$ cat src/rtl/iob_axi2ram_pkg.sv
// Shared types and constants for the AXI4-to-single-port-RAM subordinate.
package iob_axi2ram_pkg;

  typedef enum logic [1:0] {
    IDLE  = 2'd0,
    WRITE = 2'd1,
    WRESP = 2'd2,
    READ  = 2'd3
  } axi2ram_state_e;

  localparam logic [1:0] RESP_OKAY   = 2'b00;
  localparam logic [1:0] RESP_SLVERR = 2'b10;

  localparam int DEF_AXI_DATA_W = 32;
  localparam int DEF_RAM_ADDR_W = 12;

endpackage

$ cat src/rtl/iob_axi2ram.sv
// AXI4 subordinate serving word-addressed INCR bursts from a single-port
// synchronous RAM. One burst in flight; reads stream one beat per clock.
//
// state | meaning
// IDLE  | arbitrate AW/AR, latch burst parameters
// WRITE | accept W beats, one RAM write per beat
// WRESP | present B response until bready
// READ  | issue RAM reads, stream R beats until rlast handshake
module iob_axi2ram
  import iob_axi2ram_pkg::*;
#(
  parameter int AXI_ID_W   = 1,
  parameter int AXI_ADDR_W = 32,
  parameter int AXI_DATA_W = DEF_AXI_DATA_W,
  parameter int AXI_LEN_W  = 8,
  parameter int RAM_ADDR_W = DEF_RAM_ADDR_W
) (
  input  logic                    clk_i,
  input  logic                    arst_ni,
  input  logic                    cke_i,
  input  logic                    axi_awvalid_i,
  output logic                    axi_awready_o,
  input  logic [AXI_ADDR_W-3:0]   axi_awaddr_i,
  input  logic [AXI_ID_W-1:0]     axi_awid_i,
  input  logic [AXI_LEN_W-1:0]    axi_awlen_i,
  input  logic [2:0]              axi_awsize_i,
  input  logic [1:0]              axi_awburst_i,
  input  logic                    axi_awlock_i,
  input  logic [3:0]              axi_awcache_i,
  input  logic [3:0]              axi_awqos_i,
  input  logic [2:0]              axi_awprot_i,
  input  logic                    axi_wvalid_i,
  output logic                    axi_wready_o,
  input  logic [AXI_DATA_W-1:0]   axi_wdata_i,
  input  logic [AXI_DATA_W/8-1:0] axi_wstrb_i,
  input  logic                    axi_wlast_i,
  output logic                    axi_bvalid_o,
  input  logic                    axi_bready_i,
  output logic [1:0]              axi_bresp_o,
  output logic [AXI_ID_W-1:0]     axi_bid_o,
  input  logic                    axi_arvalid_i,
  output logic                    axi_arready_o,
  input  logic [AXI_ADDR_W-3:0]   axi_araddr_i,
  input  logic [AXI_ID_W-1:0]     axi_arid_i,
  input  logic [AXI_LEN_W-1:0]    axi_arlen_i,
  input  logic [2:0]              axi_arsize_i,
  input  logic [1:0]              axi_arburst_i,
  input  logic                    axi_arlock_i,
  input  logic [3:0]              axi_arcache_i,
  input  logic [3:0]              axi_arqos_i,
  input  logic [2:0]              axi_arprot_i,
  output logic                    axi_rvalid_o,
  input  logic                    axi_rready_i,
  output logic [AXI_DATA_W-1:0]   axi_rdata_o,
  output logic [1:0]              axi_rresp_o,
  output logic [AXI_ID_W-1:0]     axi_rid_o,
  output logic                    axi_rlast_o,
  output logic                    ram_en_o,
  output logic [AXI_DATA_W/8-1:0] ram_we_o,
  output logic [RAM_ADDR_W-1:0]   ram_addr_o,
  output logic [AXI_DATA_W-1:0]   ram_wdata_o,
  input  logic [AXI_DATA_W-1:0]   ram_rdata_i
);

  axi2ram_state_e r_state, w_state_nxt;

  logic [RAM_ADDR_W-1:0] r_addr;
  logic [AXI_LEN_W-1:0]  r_cnt;
  logic [AXI_LEN_W-1:0]  r_len;
  logic [AXI_ID_W-1:0]   r_id;
  logic                  r_err;
  logic                  r_prio;
  logic                  r_rvalid;
  logic                  r_rlast;
  logic                  r_rd_done;

  logic                    w_awready, w_arready, w_wready, w_bvalid;
  logic                    w_wbeat, w_issue, w_rhs;
  logic                    w_ram_en;
  logic [AXI_DATA_W/8-1:0] w_ram_we;
  logic [AXI_DATA_W-1:0]   w_ram_wdata;
  logic                    w_unused;

  // State register; burst abort on reset simply drops back to IDLE.
  always_ff @(posedge clk_i or negedge arst_ni) begin
    if (!arst_ni)   r_state <= IDLE;
    else if (cke_i) r_state <= w_state_nxt;
  end

  // Next-state, handshakes and RAM strobes; everything is gated by cke_i so
  // no handshake can complete while the registers are frozen.
  always_comb begin
    w_state_nxt = r_state;
    w_awready   = 1'b0;
    w_arready   = 1'b0;
    w_wready    = 1'b0;
    w_bvalid    = 1'b0;
    w_wbeat     = 1'b0;
    w_issue     = 1'b0;
    w_rhs       = 1'b0;
    w_ram_en    = 1'b0;
    w_ram_we    = '0;
    w_ram_wdata = '0;
    case (r_state)
      IDLE: begin
        if (axi_awvalid_i && (!axi_arvalid_i || !r_prio)) w_awready = cke_i;
        else if (axi_arvalid_i)                             w_arready = cke_i;
        if (w_awready)      w_state_nxt = WRITE;
        else if (w_arready) w_state_nxt = READ;
      end
      WRITE: begin
        w_wready = cke_i;
        if (axi_wvalid_i && cke_i) begin
          w_wbeat     = 1'b1;
          w_ram_en    = 1'b1;
          w_ram_we    = axi_wstrb_i;
          w_ram_wdata = axi_wdata_i;
          if (r_cnt == r_len) w_state_nxt = WRESP;
        end
      end
      WRESP: begin
        w_bvalid = cke_i;
        if (axi_bready_i && cke_i) w_state_nxt = IDLE;
      end
      READ: begin
        w_rhs    = r_rvalid && axi_rready_i && cke_i;
        w_issue  = !r_rd_done && (!r_rvalid || axi_rready_i) && cke_i;
        w_ram_en = w_issue;
        if (w_rhs && r_rlast) w_state_nxt = IDLE;
      end
      default: w_state_nxt = IDLE;
    endcase
  end

  // Burst bookkeeping: shared address/beat counter, response error and
  // the read-side valid/last pipeline stage.
  always_ff @(posedge clk_i or negedge arst_ni) begin
    if (!arst_ni) begin
      r_addr    <= '0;
      r_cnt     <= '0;
      r_len     <= '0;
      r_id      <= '0;
      r_err     <= 1'b0;
      r_prio    <= 1'b0;
      r_rvalid  <= 1'b0;
      r_rlast   <= 1'b0;
      r_rd_done <= 1'b0;
    end else if (cke_i) begin
      if (w_awready || w_arready) begin
        r_addr    <= w_awready ? axi_awaddr_i[RAM_ADDR_W-1:0] : axi_araddr_i[RAM_ADDR_W-1:0];
        r_len     <= w_awready ? axi_awlen_i : axi_arlen_i;
        r_id      <= w_awready ? axi_awid_i : axi_arid_i;
        r_cnt     <= '0;
        r_err     <= 1'b0;
        r_prio    <= ~r_prio;
        r_rd_done <= 1'b0;
        r_rlast   <= 1'b0;
      end
      if (w_wbeat) begin
        r_addr <= r_addr + 1'b1;
        r_cnt  <= r_cnt + 1'b1;
        r_err  <= r_err | (axi_wlast_i ^ (r_cnt == r_len));
      end
      // rd_done flags the final issue so cnt may wrap at len = all ones.
      if (w_issue) begin
        r_addr    <= r_addr + 1'b1;
        r_cnt     <= r_cnt + 1'b1;
        r_rlast   <= (r_cnt == r_len);
        r_rd_done <= (r_cnt == r_len);
      end
      if (w_issue)    r_rvalid <= 1'b1;
      else if (w_rhs) r_rvalid <= 1'b0;
    end
  end

  assign axi_awready_o = w_awready;
  assign axi_arready_o = w_arready;
  assign axi_wready_o  = w_wready;
  assign axi_bvalid_o  = w_bvalid;
  assign axi_bresp_o   = (w_bvalid && r_err) ? RESP_SLVERR : RESP_OKAY;
  assign axi_bid_o     = r_id;
  assign axi_rvalid_o  = r_rvalid && cke_i;
  assign axi_rdata_o   = r_rvalid ? ram_rdata_i : '0;
  assign axi_rresp_o   = RESP_OKAY;
  assign axi_rid_o     = r_id;
  assign axi_rlast_o   = r_rvalid && r_rlast;
  assign ram_en_o      = w_ram_en;
  assign ram_we_o      = w_ram_we;
  assign ram_addr_o    = r_addr;
  assign ram_wdata_o   = w_ram_wdata;

  // Size/burst/attribute fields and the address bits above the RAM are
  // deliberately ignored: every burst is INCR of 4-byte words.
  assign w_unused = ^{axi_awsize_i, axi_awburst_i, axi_awlock_i, axi_awcache_i,
                      axi_awqos_i, axi_awprot_i, axi_arsize_i, axi_arburst_i,
                      axi_arlock_i, axi_arcache_i, axi_arqos_i, axi_arprot_i,
                      axi_awaddr_i[AXI_ADDR_W-3:RAM_ADDR_W],
                      axi_araddr_i[AXI_ADDR_W-3:RAM_ADDR_W]};

endmodule

$ cat config.mk
export PLATFORM = sky130hd
export DESIGN_NAME = iob_axi2ram
export DESIGN_NICKNAME = d
export VERILOG_FILES = /design/src/rtl/iob_axi2ram_pkg.sv /design/src/rtl/iob_axi2ram.sv
export SDC_FILE = /design/constraint.sdc
export NUM_CORES = 1
export LEC_CHECK = 0
export ABC_CLOCK_PERIOD_IN_PS = 1600
export BUFFER_PORTS_ARGS = -buffer_cell sky130_fd_sc_hd__buf_2
export CAP_MARGIN = 10
export CORE_AREA = 2 2 110 112
export CTS_CLUSTER_SIZE = 10
export DETAILED_ROUTE_END_ITERATION = 10
export DIE_AREA = 0 0 112 114
export PLACE_DENSITY = 0.69
export SLEW_MARGIN = 30
export SYNTH_ARGS = -nofsm -noshare
export SYNTH_HDL_FRONTEND = slang
export SYNTH_SLANG_ARGS = --single-unit
$ cat constraint.sdc
create_clock -name clk_i -period 1.6 [get_ports clk_i]
set_input_delay 0.16 -clock clk_i [delete_from_list [all_inputs] [get_ports clk_i]]
set_output_delay 0.16 -clock clk_i [all_outputs]
set_load 0.02 [all_outputs]
# == After elaboration in Yosys (flattened, before gate mapping) ==
# Index checks and enable logic that the tools add are counted.
# classes
n_bitwise,3
n_mux,41
n_reduce_logical,29
addsub,2
eq_ne,9
# op_table
cell,n
$mux W32,3
$mux W12,4
$mux W8,4
$mux W1,19
$mux W2,7
$add A12 B1 Y12 const B,1
$logic_and A1 B1 Y1,11
$reduce_and A2 Y1,5
$add A8 B1 Y8 const B,1
$eq A8 B8 Y1,1
$mux W4,2
$ne A2 B2 Y1 const B,4
$pmux W2 S4,1
$reduce_and A6 Y1,1
$reduce_bool A2 Y1,3
$eq A2 B2 Y1 const B,2
$logic_not A1 Y1,4
$logic_or A1 B1 Y1,3
$ne A3 B1 Y1 const B,1
$reduce_bool A3 Y1,1
$eq A2 B1 Y1 const B,1
$logic_not A2 Y1,1
$pmux W1 S2,1
$not A1 Y1,1
other kinds (2),2
# totals
inputBits,189
ff_bits,35

# == Depth between registers and ports, before layout ==
# depth
depth_word,10
ltp_mapped,7
mapped_depth_nobuf,5

# == Least setup slack after synthesis ==
# No wires, ideal clock.
# synth_path
kind,register to register
startpoint,register r_rvalid
endpoint,register r_addr[3] (netlist: ram_addr_o[3])
period_less_slack_ns,1.642
arrival_ns,1.548
stages_incl_launch_ff,7
setup_slack_ns,-0.042
path_cell_list,dfrtp_1 -> clkbuf_2 -> nor2b_1 -> o31a_1 -> inv_2 -> mux2_2 -> a211oi_1
# synth_between
elab_chain_len,7
elab_cells_between_ends,8
cone_classes,2 x mux; 6 x reduce/logical
# synth_rtl
item,line,text
from (decl),iob_axi2ram.sv:73,logic r_rvalid;
from (signal assigned),iob_axi2ram.sv:145,r_rvalid <= 1'b0;
from (signal assigned),iob_axi2ram.sv:171,if (w_issue) r_rvalid <= 1'b1;
from (signal assigned),iob_axi2ram.sv:172,else if (w_rhs) r_rvalid <= 1'b0;
$logic_not A1 Y1 (*),iob_axi2ram.sv:127,w_issue = !r_rd_done && (!r_rvalid || axi_rready_i) && cke_i;
$logic_or A1 B1 Y1 (*),iob_axi2ram.sv:127,
$logic_and A1 B1 Y1 (*) (2 in series),iob_axi2ram.sv:127,
$mux W1 (*),iob_axi2ram.sv:104,case (r_state)
$reduce_bool A3 Y1 (no source line),n/a,
$reduce_and A2 Y1 (no source line),n/a,
to (signal assigned),iob_axi2ram.sv:150,r_addr <= w_awready ? axi_awaddr_i[RAM_ADDR_W-1:0] : axi_araddr_i[RAM_ADDR_W-1:0];
to (signal assigned),iob_axi2ram.sv:160,r_addr <= r_addr + 1'b1;
to (signal assigned),iob_axi2ram.sv:166,r_addr <= r_addr + 1'b1;
to (decl),iob_axi2ram.sv:67,logic [RAM_ADDR_W-1:0] r_addr;
# Mark *: on every way between the ends. The rest lies on a longest branch, timed or not.
# A chain may end at the register's enable or synchronous reset.

# == Worst setup path after layout ==
# layout_path
startpoint,register r_state[1]
endpoint,output ram_wdata_o[29]
# layout_between
elab_chain_len,2
# layout_rtl
item,line,text
from (decl),iob_axi2ram.sv:65,"axi2ram_state_e r_state, w_state_nxt;"
from (signal assigned),iob_axi2ram.sv:87,else if (cke_i) r_state <= w_state_nxt;
$eq A2 B1 Y1,iob_axi2ram.sv:104,
$mux W32,iob_axi2ram.sv:104,
to (decl),iob_axi2ram.sv:61,"output logic [AXI_DATA_W-1:0] ram_wdata_o,"
# Every way passes these cells.

==> flow_metrics.py <==
metrics = {
    "clock_network": {
        "root_buffer": "clkbuf_16",
        "cts_tree": "built",
        "clock_latency_ps": 270,
        "cts_sinks": 35,
        "path_clk_slew_ps": 50,
        "cts_buffer_depth": 2,
        "htree_num_levels": 2,
        "cts_inserted_buffers": 5,
    },
    "detailed_routing": {
        "vias": 3332,
        "wl_per_cell_um": 16.0,
        "viasPerCell": 4.58,
        "first_iter_violations": 165,
        "dr.pass1.iters": 4,
        "drc": 0,
        "finalWirelength_mm": 11.6,
        "final_antenna_net_count": 0,
    },
    "finish": {
        "drive_above_1_share_pct": 61.9,
        "instances_no_fill": 727,
        "diodes": 0,
        "nFillCells": 1210,
        "synthToLayoutAreaGrowth_pct": 94.1,
        "nNetsFinal": 771,
    },
    "grt": {
        "grt.overflow.total": 0,
        "antenna_found_initial": 0,
        "grt_pass1_wl_mm": 17.8,
        "top_usage_layer": "met2",
        "grt_max_degree": 37,
        "grt_use_met2_pct": 30.4,
        "first_global_vias": 3203,
        "globalRouteMet1Util_pct": 23.1,
        "grt.total_usage_pct": 17.5,
        "use_met3_pct": 4.46,
    },
    "power_and_ir_drop": {
        "switching_share_pct": 43.3,
        "pwr-share-clk_pct": 12.4,
        "pwr-share-seq_pct": 20.8,
        "p_per_area_nw_per_um2": 1460,
        "total_power_mw": 7.65,
        "power_frac_comb_pct": 66.8,
        "p_leak_nw": 2.63,
        "vdd_drop_max_mv": 0.562,
        "p_int_mw": 4.34,
        "switching_power_mw": 3.32,
    },
    "timing": {
        "drv_slew": 0,
        "fmax_ghz": 0.555,
        "setup_viol": 61,
        "hold_violations": 0,
        "finalClockSkew_ps": 4.19,
        "worst_slack_ps": -203,
        "fin_crit_ps": 1800,
        "tightest_slew_ps": 500,
        "slew_headroom_pct": 66.3,
        "timing.final.crit_share_pct": 113,
        "setup_tns_ps": -8420,
        "rsz0062_at_grt": "yes",
    },
    "logic_synthesis": {
        "synth_cell_type_count": 44,
        "synth_cells": 325,
        "synth_compound_area_share_pct": 14.0,
        "ys_ff_latch": 35,
        "synth_top_family_by_area": "simple AND/OR/NAND/NOR gates",
        "avgSynthCellArea_um2": 8.28,
        "yosysSeqAreaShare_pct": 32.5,
        "synth.area.top_cells": "dfrtp_1 33%, and2_1 17%, a211oi_1 6.1%",
        "synth_top_area_share_pct": 32.5,
        "synth_fa_ha_area_share_pct": 0.930,
        "synthMuxAreaShare_pct": 6.09,
        "ys.flop_type": "dfrtp_1",
        "synth_top_area_cell": "dfrtp_1",
        "yosys_warnings": 0,
        "synth_commonest_cells": "75 x and2_1, 35 x dfrtp_1, 22 x a211oi_1, 22 x nand2_1, 18 x o21ai_0",
        "async_reset_ff_share_pct": 100,
        "netlist_area_um2": 2690,
        "synthXorXnorAreaFrac_pct": 3.25,
        "synthSimpleGateAreaFrac_pct": 36.4,
        "synth.most_common_cell": "and2_1",
        "synth-edff-count": 0,
    },
    "min_path": {
        "holdCritPathClass": "primary input to flip-flop",
        "hold_depth": 3,
        "worstHoldEndpoint": "r_len[4]",
        "hold_start": "axi_awlen_i[4]",
    },
    "floorplan": {
        "die_w_um": 112,
        "die_area_um2": 12800,
        "die_h_um": 114,
        "core_area_um2": 11700,
        "fp-row-count": 40,
        "start_util_pct": 23.0,
        "pin_count": 282,
    },
    "placed_design": {
        "io_buffers": 208,
        "dp_cells": 696,
        "gp_congestion": 0.831,
        "hpwl_mm": 8.80,
    },
    "setup_path": {
        "regToRegStartpoint": "r_state[1]",
        "r2r_cells": 7,
        "critPathKind": "flip-flop to output port",
        "crit_arrival_ps": 1640,
        "crit_start": "r_state[1]",
        "r2r_slack_ps": -170,
        "critical_path_required_ps": 1440,
        "worstReg2RegEnd": "ram_addr_o[3]",
        "worstPathMaxFanout": 13,
        "start_kind": "flip-flop",
        "end_kind": "output port",
    },
    "outcome": {
        "violations": "setup timing",
        "status": "complete, but fails checks",
    },
    "flow_run": {
        "maxCapViolations": 0,
    },
}
## worst max-delay path: stages, from the launching register on
cell and delay (ps):
dfrtp_2 420, buf_6 120, and4b_4 400, buf_12 150
and2_1 140, buf_6 140
## what timing repair did
item / 4_1_cts / 5_1_grt
endpoints found under the setup margin: 73 / 74
gates cloned: 2 / 0
hold buffers: 1 / 0
resized for setup: 144 / 60
pin swaps: 18 / 21
hold endpoints to repair: 35 / 0
buffers inserted: 13 / 10
## metal layers
layer	wire, um	share of wire (%)
met5	0	0
met4	77	0.66
met3	829	7.1
met2	5640	49
met1	5080	44
## worst max-delay path by stage
stage	endpoint	slack, ps	cells past startpoint
5_1_grt	ram_wdata_o[12]	-270	5
2_1_floorplan	ram_addr_o[3]	-10	6
3_3_place_gp	ram_addr_o[9]	-80	6
3_5_place_dp	ram_addr_o[6]	-160	6
4_1_cts	ram_wdata_o[30]	-210	5
6_report	ram_wdata_o[29]	-200	5
## power by group through the flow
stage	Clock (mW)	Combinational, mW	Sequential (mW)
2_1_floorplan	0	2.27	1.76
3_3_place_gp	0	3.89	1.62
3_5_place_dp	0	3.94	1.63
4_1_cts	0.975	4.77	1.58
5_1_grt	1.02	5.51	1.65
6_report	0.951	5.12	1.59
## cell families after synthesis
kind of cell / count (synthesis)
compound gates: 57
xor+xnor: 10
fa+ha+maj: 2
buf+inv: 35
flops: 35
mux: 16
other cells: 1
simple gates: 169
## flip-flops by register name, summed over array words and instances, names as in the netlist
| name | cells |
|---|---|
| ram_addr_o | 12 |
| r_cnt | 8 |
| r_len | 8 |
| r_state | 2 |
| r_rlast | 1 |
| axi_bid_o | 1 |
| r_rvalid | 1 |
| r_prio | 1 |
| r_err | 1 |
## area by class of cell
class | count | area, um^2 | area share (%)
multi-input combinational | 257 | 2010 | 38.4
clock inverter | 1 | 5.00 | 0.0958
tap | 147 | 184 | 3.52
timing repair buffer | 274 | 1980 | 37.9
inverter | 7 | 31.3 | 0.599
clock buffer | 6 | 139 | 2.66
sequential | 35 | 880 | 16.8
## layout by cell type, fill, tap and decap left out, drive strengths merged, types with 3 or more instances in the layout
cell type	Yosys	layout
a211oi	22	22
o21ai	19	19
conb	1	3
and2	75	75
nand2	22	22
inv	7	6
buf	12	273
nor3	9	9
nand3	15	15
a21oi	4	4
clkbuf	16	6
xor2	8	8
nor2	10	10
dfrtp	35	35
nand4	7	7
nor2b	3	3
nor4	5	5
mux2	3	3
mux2i	13	13
or3	3	3
and3	14	14
## through the flow
step,hold WS [ps],worst slack [ps],cell area (um^2),utilization (%)
3_3_place_gp,142,-75.5,4150,35.5
2_1_floorplan,-136,-13.6,2740,-
6_report,159,-203,5230,44.6
3_5_place_dp,141,-160,4150,35.5
5_1_grt,176,-266,5230,44.6
4_1_cts,174,-207,4920,42.0
(Power assumes the default switching activity.)
